**config.mk**
```make
export PLATFORM = sky130hd
export DESIGN_NAME = axis_mem_arbiter
export DESIGN_NICKNAME = d
export VERILOG_FILES = /design/src/rtl/axis_mem_arbiter.sv
export SDC_FILE = /design/constraint.sdc
export NUM_CORES = 1
export LEC_CHECK = 0
export CAP_MARGIN = 20
export CORE_ASPECT_RATIO = 1.2
export CORE_MARGIN = 3
export CORE_UTILIZATION = 38
export DETAILED_ROUTE_END_ITERATION = 8
export GPL_TIMING_DRIVEN = 0
export HOLD_SLACK_MARGIN = 0.1
export PLACE_DENSITY = 0.78
export SYNTH_ARGS = -nofsm -noshare
export SYNTH_HDL_FRONTEND = slang
export SYNTH_SLANG_ARGS = --single-unit
```
**constraint.sdc**
```tcl
create_clock -name axis_aclk -period 2.5 [get_ports axis_aclk]
set_input_delay 0.75 -clock axis_aclk [delete_from_list [all_inputs] [get_ports axis_aclk]]
set_output_delay 0.75 -clock axis_aclk [all_outputs]
set_load 0.03 [all_outputs]
```
**src/rtl/axis_mem_arbiter.sv**
```systemverilog
// Two-requester AXI-Stream arbiter with packet-granular round-robin and one registered
// output beat. The grant is held from a packet's first beat until its tlast beat is accepted.
module axis_mem_arbiter #(
   parameter int unsigned DATA_WIDTH = 32
) (
   input  logic                      axis_aclk,
   input  logic                      axis_aresetn,
   input  logic [DATA_WIDTH-1:0]     s01_axis_tdata,
   input  logic [DATA_WIDTH/8-1:0]   s01_axis_tstrb,
   input  logic                      s01_axis_tvalid,
   input  logic                      s01_axis_tlast,
   output logic                      s01_axis_tready,
   input  logic [DATA_WIDTH-1:0]     s02_axis_tdata,
   input  logic [DATA_WIDTH/8-1:0]   s02_axis_tstrb,
   input  logic                      s02_axis_tvalid,
   input  logic                      s02_axis_tlast,
   output logic                      s02_axis_tready,
   input  logic                      m01_axis_tready,
   output logic [DATA_WIDTH-1:0]     m01_axis_tdata,
   output logic [DATA_WIDTH/8-1:0]   m01_axis_tstrb,
   output logic                      m01_axis_tvalid,
   output logic                      m01_axis_tlast,
   output logic [1:0]                grant
);

   typedef enum logic {StIdle, StBusy} state_t;

   state_t                    r_state, w_state_d;
   logic [1:0]                r_grant, w_grant_d;
   logic                      r_last_owner, w_last_owner_d;  // 0 = s01, 1 = s02
   logic [DATA_WIDTH-1:0]     r_tdata;
   logic [DATA_WIDTH/8-1:0]   r_tstrb;
   logic                      r_tvalid;
   logic                      r_tlast;

   logic                      w_s_rdy;
   logic                      w_in_valid;
   logic                      w_in_last;
   logic [DATA_WIDTH-1:0]     w_in_data;
   logic [DATA_WIDTH/8-1:0]   w_in_strb;
   logic                      w_accept;

   // The output slot can take a new beat if it is empty or draining this cycle.
   assign w_s_rdy    = !r_tvalid || m01_axis_tready;
   assign w_in_valid = r_grant[1] ? s02_axis_tvalid : s01_axis_tvalid;
   assign w_in_last  = r_grant[1] ? s02_axis_tlast  : s01_axis_tlast;
   assign w_in_data  = r_grant[1] ? s02_axis_tdata  : s01_axis_tdata;
   assign w_in_strb  = r_grant[1] ? s02_axis_tstrb  : s01_axis_tstrb;
   assign w_accept   = (r_state == StBusy) && w_in_valid && w_s_rdy;

   assign s01_axis_tready = (r_state == StBusy) && r_grant[0] && w_s_rdy;
   assign s02_axis_tready = (r_state == StBusy) && r_grant[1] && w_s_rdy;

   always_comb begin
      w_state_d      = r_state;
      w_grant_d      = r_grant;
      w_last_owner_d = r_last_owner;
      unique case (r_state)
         StIdle: begin
            if (s01_axis_tvalid && (!s02_axis_tvalid || r_last_owner)) begin
               w_state_d = StBusy;
               w_grant_d = 2'b01;
            end else if (s02_axis_tvalid) begin
               w_state_d = StBusy;
               w_grant_d = 2'b10;
            end
         end
         StBusy: begin
            if (w_accept && w_in_last) begin
               w_state_d      = StIdle;
               w_grant_d      = 2'b00;
               w_last_owner_d = r_grant[1];
            end
         end
         default: w_state_d = StIdle;
      endcase
   end

   always_ff @(posedge axis_aclk) begin
      if (!axis_aresetn) begin
         r_state      <= StIdle;
         r_grant      <= 2'b00;
         r_last_owner <= 1'b1;
         r_tdata      <= '0;
         r_tstrb      <= '0;
         r_tvalid     <= 1'b0;
         r_tlast      <= 1'b0;
      end else begin
         r_state      <= w_state_d;
         r_grant      <= w_grant_d;
         r_last_owner <= w_last_owner_d;
         if (w_accept) begin
            r_tdata  <= w_in_data;
            r_tstrb  <= w_in_strb;
            r_tlast  <= w_in_last;
            r_tvalid <= 1'b1;
         end else if (r_tvalid && m01_axis_tready) begin
            r_tvalid <= 1'b0;
         end
      end
   end

   assign m01_axis_tdata  = r_tdata;
   assign m01_axis_tstrb  = r_tstrb;
   assign m01_axis_tvalid = r_tvalid;
   assign m01_axis_tlast  = r_tlast;
   assign grant           = r_grant;

endmodule
```
==> results.sh, run 1 <==
export IMPL_busiest_layer="met2"
export IMPL_cts_root_buf="clkbuf_8"
export IMPL_cap_violations=0
export IMPL_synth_warnings=0
export IMPL_cts_htree_levels=2
export IMPL_hpwl_um=4630
export IMPL_crit_fanout=10
export IMPL_ys_top_cells_by_area="dfxtp_1 (39%), mux2i_1 (17%), o211a_1 (17%), nand4_1 (11%), clkbuf_1 (3.0%)"
export IMPL_min_period_ns=2.38
export IMPL_critical_path_max_stage_delay_ns=0.35
export IMPL_synth_xor_area_share_pct=0
export IMPL_critPathCapture="s01_axis_tready"
export IMPL_syn_area_um2=2130
export IMPL_endpoint_kind="primary output"
export IMPL_synth_mux_area_fraction_pct=18.6
export IMPL_path_class="register to primary output"
export IMPL_synth_top_cell_area_share_pct=39.4
export IMPL_slew_headroom_pct=68.0
export IMPL_met1_usage_pct=23.7
export IMPL_area_delta_synth_final_pct=67.2
export IMPL_grt_max_degree=13
export IMPL_required_ns=1.75
export IMPL_finalHoldViolations=0
export IMPL_r2r_slack_ns=0.91
export IMPL_synth_edf_count=0
export IMPL_drt_total_wl_um=6290
export IMPL_synth_simple_area_share_pct=14.5
export IMPL_tritoncts="done"
export IMPL_grt_ovfl_total=0
export IMPL_hold_class="register to register"
export IMPL_ys_ff_latch=42
export IMPL_r2r_start="grant[1]"
export IMPL_clock_path_buffers=2
export IMPL_ys_top_cells_by_count="dfxtp_1 (42), mux2i_1 (37), nand4_1 (36), o211a_1 (36), clkbuf_1 (17)"
export IMPL_max_freq_mhz=421
export IMPL_cp_cell_sequence="clkbuf_1, clkbuf_2, and3_1, buf_6"
export IMPL_stdcell_count=399
export IMPL_row_count=29
export IMPL_drcViolationCount=0
export IMPL_cp_data_arrival_time_ns=1.63
export IMPL_final_antenna_net_count=0
export IMPL_drt_pass1_iterations=4
export IMPL_drt_iter0_drc=62
export IMPL_fp_dieW_um=74.4
export IMPL_synth_compound_area_share_pct=20.2
export IMPL_wl_per_cell_um=15.8
export IMPL_grt_pass1_vias=2070
export IMPL_grtUsageMet2_pct=31.6
export IMPL_port_buffers=119
export IMPL_synth_flop_cell="dfxtp_1"
export IMPL_insertion_delay_ns=0.29
export IMPL_dp_cells=388
export IMPL_synth_top_family_by_area="compound AO/OA/AOI/OAI gates"
export IMPL_viasPerCell=5.41
export IMPL_nNetsFinal=415
export IMPL_vdd_ir_drop_worst_mv=0.319
export IMPL_fp_dieArea_um2=6550
export IMPL_via_count=2157
export IMPL_use_met3_pct=6.31
export IMPL_grt_setup_unrepaired="no"
export IMPL_maxSlewViolCount=0
export IMPL_status="finished, final reports clean"
export IMPL_synth_adder_area_share_pct=0
export IMPL_clock_sinks=42
export IMPL_clkTransAtPathRegs_ns=0.08
export IMPL_start_util_pct=39.7
export IMPL_cts_buffers=5
export IMPL_yosys_cell_count_top_type="dfxtp_1"
export IMPL_synth_largest_area_cell="dfxtp_1"
export IMPL_finClkSkew_ns=0.00310
export IMPL_synth_cell_type_count=31
export IMPL_syn_avg_cell_area_um2=10.3
export IMPL_n_antenna_cell=0
export IMPL_r2r_end="m01_axis_tstrb[1]"
export IMPL_drive_gt1_share_pct=9.50
export IMPL_power_density_nw_per_um2=525
export IMPL_syn_nets=286
export IMPL_antenna_found_initial=0
export IMPL_synth_async_sr_flop_share_pct=0
export IMPL_seq_area_frac_synth_pct=39.4
export IMPL_startpoint_type="register"
export IMPL_crit_path_top_delay_cell="clkbuf_1"
export IMPL_ff2ff_path_depth=6
export IMPL_worst_slew_pin_slew_ns=0.480
export IMPL_grt_usage_pct=18.9
export IMPL_grt_pass1_wl_um=9780
export IMPL_power_leakage_nw=1.65
export IMPL_core_area_um2=5370
export IMPL_startpoint="r_state"
export IMPL_fin_crit_sh_pct=95.1
export IMPL_setup_viol=0
export IMPL_synthCells=207
export IMPL_ios=121
export IMPL_die_h_um=88.1
export IMPL_cts_hold_buf=0
export IMPL_fin_hold_ws_ns=0.501
export IMPL_place_gp_congestion=0.807
[cells in the final DEF, fill, tap and decap left out, drive strengths merged, types with 2 or more instances in the layout]
cell / n
and3: 3
buf: 16
clkbuf: 25
clkdlybuf4s50: 116
dfxtp: 42
inv: 3
mux2: 2
mux2i: 37
nand2: 3
nand4: 36
nor2b: 2
o211a: 36
[layer usage]
metal | up-vias | routed length (µm) | share of wire (%)
met3 | 6 | 514 | 8.2
met4 | 0 | 46 | 0.73
li1 | 1063 | - | -
met5 | - | 0 | 0
met1 | 1008 | 2710 | 43
met2 | 80 | 3010 | 48
[cell families after synthesis]
kind of cell / Yosys count
AND/OR/NAND/NOR: 50
buffers and inverters: 31
flip-flops: 42
multiplexers: 39
AO/OA/AOI/OAI: 45
[through the flow]
stage	setup slack [ns]	utilization [%]	cell area [µm²]	setup TNS [ns]	total power [mW]
final	0.123	66.4	3570	0	1.87
after detailed placement	-1.08	63.4	3400	-2.15	1.38
after global placement	-1.07	63.4	3400	-2.14	1.37
after floorplan	0.0698	-	2130	0	1.09
after CTS	0.0395	66.4	3560	0	1.90
after global routing	0.0109	66.4	3570	0	1.96
[worst max-delay path, delay by kind of cell, from the launching register on]
family / cells / cell delay (ns)
AND/OR/NAND/NOR: 1 / 0.21
buffers and inverters: 3 / 0.79
flip-flops: 1 / 0.34
[area by class of cell]
type	instances	area [µm²]
Timing Repair Buffer	123	1220
Tap cell	62	77.6
Multi-Input combinational cell	134	1150
Sequential cell	42	841
Clock buffer	8	110
Inverter	3	11.3
Fill cell	462	1800
Buffer	27	155
[report_power, final]
part | internal [mW] | switching [mW] | total (mW)
combinational | 0.317 | 0.296 | 0.613
clock | 0.279 | 0.224 | 0.503
sequential | 0.726 | 0.0298 | 0.756
[registers in the layout (all words and copies together), names as in the netlist]
| name | count |
|---|---|
| grant | 2 |
| m01_axis_tdata | 32 |
| m01_axis_tlast | 1 |
| m01_axis_tstrb | 4 |
| m01_axis_tvalid | 1 |
| r_last_owner | 1 |
| r_state | 1 |
[worst min path at each step]
stage / startpoint / to / slack [ns] / depth (start not counted)
after detailed placement: m01_axis_tdata[27] / m01_axis_tdata[27] / 0.48 / 1
after global routing: m01_axis_tdata[12] / m01_axis_tdata[12] / 0.51 / 1
after global placement: m01_axis_tdata[10] / m01_axis_tdata[10] / 0.48 / 1
final: m01_axis_tdata[16] / m01_axis_tdata[16] / 0.50 / 1
after floorplan: r_last_owner / r_last_owner / 0.47 / 2
after CTS: m01_axis_tdata[27] / m01_axis_tdata[27] / 0.50 / 1
[repair_timing]
item / in CTS / in global routing
gates resized for setup: 22 / 1
gates cloned: 0 / 0
buffers inserted: 4 / 0
endpoints found under the setup margin: 2 / 1
Power figures use the tool's default switching activity.
==> inputs of run 2 (changes only) <==
ABC_AREA = 1   (was default)
CORE_UTILIZATION = 37   (was 38)
==> run 2 against run 1 <==
Against the previous run:
- register-to-register slack improved by 0.19 ns
- sequential share of layout area rose by 1.4 points
- worst hold slack got worse by 0.037 ns
- critical path depth is the same
- core utilization decreased by 0.27 points
- combinational power down 3%
- count of clock-buffer cells in the layout is 1 lower
- via count grew 6.0%
- critical endpoint is now s02_axis_tready
==> results.sh, run 2 <==
export IMPL_cts_buffers=5
export IMPL_clock_sinks=42
export IMPL_via_count=2287
export IMPL_ys_top_cells_by_count="nand2_1 (191), dfxtp_1 (42), a21oi_1 (41), buf_2 (8), clkbuf_1 (6)"
export IMPL_synth_warnings=0
export IMPL_synth_flop_cell="dfxtp_1"
export IMPL_min_period_ns=2.22
export IMPL_finClkSkew_ns=0.00300
export IMPL_nNetsFinal=521
export IMPL_seq_area_frac_synth_pct=42.2
export IMPL_finalHoldViolations=0
export IMPL_path_class="register to primary output"
export IMPL_grt_pass1_vias=2038
export IMPL_vdd_ir_drop_worst_mv=0.283
export IMPL_grtUsageMet2_pct=33.5
export IMPL_area_delta_synth_final_pct=68.4
export IMPL_required_ns=1.75
export IMPL_status="finished, final reports clean"
export IMPL_ys_top_cells_by_area="dfxtp_1 (42%), nand2_1 (36%), a21oi_1 (10%), buf_6 (2.8%), buf_2 (2.0%)"
export IMPL_synth_top_cell_area_share_pct=42.2
export IMPL_startpoint_type="register"
export IMPL_syn_area_um2=1990
export IMPL_cts_htree_levels=2
export IMPL_cap_violations=0
export IMPL_yosys_cell_count_top_type="nand2_1"
export IMPL_viasPerCell=4.56
export IMPL_grt_pass1_wl_um=9320
export IMPL_power_density_nw_per_um2=519
export IMPL_fp_dieArea_um2=6310
export IMPL_synth_cell_type_count=17
export IMPL_fin_crit_sh_pct=88.9
export IMPL_row_count=28
export IMPL_final_antenna_net_count=0
export IMPL_tritoncts="done"
export IMPL_synth_edf_count=0
export IMPL_grt_max_degree=12
export IMPL_core_area_um2=5080
export IMPL_n_antenna_cell=0
export IMPL_antenna_found_initial=0
export IMPL_start_util_pct=39.3
export IMPL_use_met3_pct=4.64
export IMPL_r2r_start="grant[1]"
export IMPL_ios=121
export IMPL_met1_usage_pct=21.3
export IMPL_min_from="m01_axis_tdata[23]"
export IMPL_grt_usage_pct=18.6
export IMPL_endpoint_kind="primary output"
export IMPL_synthCells=314
export IMPL_synth_largest_area_cell="dfxtp_1"
export IMPL_fp_dieW_um=73.0
export IMPL_syn_nets=393
export IMPL_synth_async_sr_flop_share_pct=0
export IMPL_p_total_mw=1.74
export IMPL_drcViolationCount=0
export IMPL_die_h_um=86.4
export IMPL_power_leakage_nw=1.43
export IMPL_wl_per_cell_um=11.8
export IMPL_stdcell_count=502
export IMPL_place_gp_congestion=0.797
export IMPL_slew_headroom_pct=68.0
export IMPL_startpoint="grant[1]"
export IMPL_hpwl_um=4590
export IMPL_grt_setup_unrepaired="no"
export IMPL_dp_cells=494
export IMPL_busiest_layer="met2"
export IMPL_drive_gt1_share_pct=6.79
export IMPL_insertion_delay_ns=0.29
export IMPL_drt_total_wl_um=5940
export IMPL_hold_class="register to register"
export IMPL_cp_data_arrival_time_ns=1.47
export IMPL_syn_avg_cell_area_um2=6.35
export IMPL_drt_pass1_iterations=4
export IMPL_port_buffers=120
export IMPL_worst_slew_pin_slew_ns=0.480
export IMPL_grt_ovfl_total=0
export IMPL_max_freq_mhz=450
export IMPL_cts_hold_buf=0
export IMPL_clkTransAtPathRegs_ns=0.07
export IMPL_layout_commonest_cell="nand2_1"
export IMPL_cts_root_buf="clkbuf_8"
export IMPL_drt_iter0_drc=99
export IMPL_largest_reg_flops=32
export IMPL_layout_common_cells="nand2_1 (190), clkdlybuf4s50_1 (117), dfxtp_1 (42), a21oi_1 (41)"
export IMPL_maxSlewViolCount=0
export IMPL_clock_path_buffers=2
export IMPL_crit_fanout=10
export IMPL_setup_viol=0
export IMPL_ys_ff_latch=42
run 2: per-layer routing:
| metal | vias to the layer above | part of all wire [%] |
|---|---|---|
| met5 | - | 0 |
| met4 | 0 | 1.1 |
| met3 | 7 | 8.6 |
| met2 | 79 | 48 |
| met1 | 970 | 42 |
| li1 | 1231 | - |
run 2: timing repair:
action                     in CTS  in global routing
setup endpoints to repair       2                  2
resized for setup              14                  3
buffers inserted                1                  0
hold endpoints to repair        0                  0
pin swaps                       0                  1
run 2: worst paths after layout:
kind | cells after the start | endpoint | slack [ns]
setup / recovery | 4 | s02_axis_tready | 0.28
hold / removal | 2 | m01_axis_tdata[23] | 0.46
setup reg to reg | 6 | grant[1] | 1.10
hold reg to reg | 2 | m01_axis_tdata[23] | 0.46
run 2: cell families after synthesis:
group / synth area share (%)
compound gates: 11.4
flops: 42.2
buf+inv: 7.72
simple gates: 38.8
run 2: area by class of cell:
class	count	area (µm²)
Buffer	19	119
Clock buffer	7	76.3
Fill cell	474	1720
Inverter	8	35.0
Multi-Input combinational cell	245	1010
Sequential cell	42	841
Tap cell	60	75.1
Timing Repair Buffer	121	1210
run 2: report_power, final:
| group | leakage [nW] | internal (mW) | switching [mW] |
|---|---|---|---|
| logic | 1.05 | 0.280 | 0.316 |
| registers | 0.342 | 0.717 | 0.0261 |
| clock network | 0.0383 | 0.192 | 0.212 |
run 2: stage by stage:
stage / area [µm²] / hold WS (ns) / TNS, ns / util [%] / setup slack, ns
3_3_place_gp: 3270 / 0.449 / -1.05 / 64.4 / -0.561
5_1_grt: 3360 / 0.482 / 0 / 66.1 / 0.210
6_report: 3360 / 0.464 / 0 / 66.1 / 0.277
3_5_place_dp: 3270 / 0.453 / -1.17 / 64.4 / -0.642
2_1_floorplan: 1990 / 0.447 / 0 / - / 0.138
4_1_cts: 3350 / 0.464 / 0 / 66.0 / 0.0751
run 2: worst max-delay path, cell delays in order (launching register included):
cell and delay, ns:
dfxtp_1 0.41, inv_2 0.07, clkbuf_1 0.25, nor3_2 0.26, buf_4 0.19
==> inputs of run 3 (changes only) <==
CORE_MARGIN = 10   (was 3)
GPL_TIMING_DRIVEN = default   (was 0)
==> run 3 against run 2 <==
Against the previous run:
- die area is 38% higher
- critical path depth increased by 2
- sequential share of layout area grew 0.54 points
- largest power group unchanged
==> results.sh, run 3 (same netlist as run 2, synthesis figures left out) <==
export IMPL_hpwl_um=4930
export IMPL_setup_viol=0
export IMPL_clkTransAtPathRegs_ns=0.07
export IMPL_area_delta_synth_final_pct=64.9
export IMPL_finalHoldViolations=0
export IMPL_slew_headroom_pct=70.1
export IMPL_final_antenna_net_count=0
export IMPL_dp_slack_ns=0.0811
export IMPL_drt_iter0_drc=59
export IMPL_max_freq_mhz=419
export IMPL_grt_setup_unrepaired="no"
export IMPL_start_util_pct=37.9
export IMPL_endpoint_kind="primary output"
export IMPL_insertion_delay_ns=0.28
export IMPL_cp_common_cell="inv_1"
export IMPL_dp_cells=485
export IMPL_power_leakage_nw=1.39
export IMPL_p_total_mw=1.72
export IMPL_fin_crit_sh_pct=95.6
export IMPL_grt_usage_pct=13.9
export IMPL_drive_gt1_share_pct=5.35
export IMPL_fin_tns_setup_ns=0
export IMPL_port_buffers=120
export IMPL_viasPerCell=4.55
export IMPL_swShare_pct=31.7
export IMPL_largest_reg_flops=32
export IMPL_nNetsFinal=509
export IMPL_clockPowerShare_pct=23.5
export IMPL_fp_dieW_um=87.0
export IMPL_intPower_mw=1.17
export IMPL_cts_hold_buf=0
export IMPL_power_frac_seq_pct=43.1
export IMPL_finClkSkew_ns=0.00494
export IMPL_comb_power_share_pct=33.4
export IMPL_via_count=2240
export IMPL_drcViolationCount=0
export IMPL_die_h_um=100
export IMPL_cap_violations=0
export IMPL_stdcell_count=492
export IMPL_layout_commonest_cell="nand2_1"
export IMPL_grt_max_degree=40
export IMPL_setup_ws_ns=0.111
export IMPL_place_gp_congestion=0.761
export IMPL_path_class="input port to primary output"
export IMPL_grt_pass1_wl_um=10100
export IMPL_maxSlewViolCount=0
export IMPL_power_density_nw_per_um2=523
export IMPL_cp_data_arrival_time_ns=1.64
export IMPL_vdd_ir_drop_worst_mv=0.363
export IMPL_drt_pass1_iterations=3
export IMPL_hold_class="register to register"
export IMPL_ios=121
export IMPL_layout_common_cells="nand2_1 (191), clkdlybuf4s50_1 (117), dfxtp_1 (42), a21oi_1 (41), buf_4 (11)"
export IMPL_cp_cell_sequence="clkdlybuf4s50_1, inv_1, nand2_1, inv_1, nor3_2, buf_4"
export IMPL_clock_sinks=42
export IMPL_crit_fanout=2
export IMPL_worst_slew_pin_slew_ns=0.444
export IMPL_critical_path_max_stage_delay_ns=0.46
export IMPL_min_period_ns=2.39
export IMPL_cts_buffers=5
export IMPL_crit_path_top_delay_cell="clkdlybuf4s50_1"
export IMPL_drt_total_wl_um=6360
export IMPL_antenna_found_initial=0
export IMPL_clock_path_buffers=2
export IMPL_tritoncts="done"
export IMPL_wl_per_cell_um=12.9
export IMPL_cts_root_buf="clkbuf_8"
export IMPL_grt_ovfl_total=0
export IMPL_required_ns=1.75
export IMPL_fp_dieArea_um2=8740
export IMPL_startpoint_type="input port"
export IMPL_n_antenna_cell=0
export IMPL_power_switching_mw=0.546
export IMPL_core_area_um2=5260
export IMPL_status="finished, final reports clean"
export IMPL_row_count=29
export IMPL_cts_htree_levels=2
export IMPL_grt_pass1_vias=2182
export IMPL_fin_hold_ws_ns=0.461
[run 3: changes by cell type in the layout (fill, tap and decap cells not counted), sizes merged]
cell and change:
buf -4, clkbuf -7, dlymetal6s2s -1
[run 3: power by group through the flow]
stage | combinational [mW] | sequential [mW] | clock [mW]
6_report | 0.574 | 0.742 | 0.404
5_1_grt | 0.632 | 0.748 | 0.444
4_1_cts | 0.583 | 0.742 | 0.415
3_5_place_dp | 0.580 | 0.757 | 0
3_3_place_gp | 0.577 | 0.755 | 0
2_1_floorplan | 0.233 | 0.847 | 0
[run 3: final timing paths]
kind	startpoint	endpoint	slack, ns	cells after the start
worst min-delay path	m01_axis_tdata[27]	m01_axis_tdata[27]	0.46	2
worst min register to register	m01_axis_tdata[27]	m01_axis_tdata[27]	0.46	2
worst max register to register	grant[1]	m01_axis_tdata[27]	0.94	6
worst max-delay path	m01_axis_tready	s02_axis_tready	0.11	6
[run 3: timing repair]
item                       CTS  global route
buffers inserted             0             0
gates resized for setup      0             1
setup endpoints to repair    0             1
[run 3: final cells by class]
type                       instances  area (µm²)
sequential                        42         841
fill                             494        1970
timing repair buffer             128        1250
tap                               62        77.6
multi-input combinational        245        1000
clock buffer                       7        76.3
inverter                           8        35.0
[run 3: worst max-delay path, delay by kind of cell]
family,cells,cell delay [ns]
buf+inv,4,0.74
simple gates,2,0.15
[run 3: through the flow]
stage | utilization [%] | instance area [µm²]
4_1_cts | 62.4 | 3280
6_report | 62.5 | 3290
3_5_place_dp | 61.0 | 3210
2_1_floorplan | - | 1990
5_1_grt | 62.5 | 3290
3_3_place_gp | 61.0 | 3210
[run 3: metal layers]
metal / GRT usage [%] / wire [µm] / up-vias
met1: 14.0 / 2450 / 965
met4: 3.25 / 43 / 0
li1: - / - / 1202
met3: 6.65 / 654 / 6
met2: 25.0 / 3210 / 67
met5: 0 / 0 / -
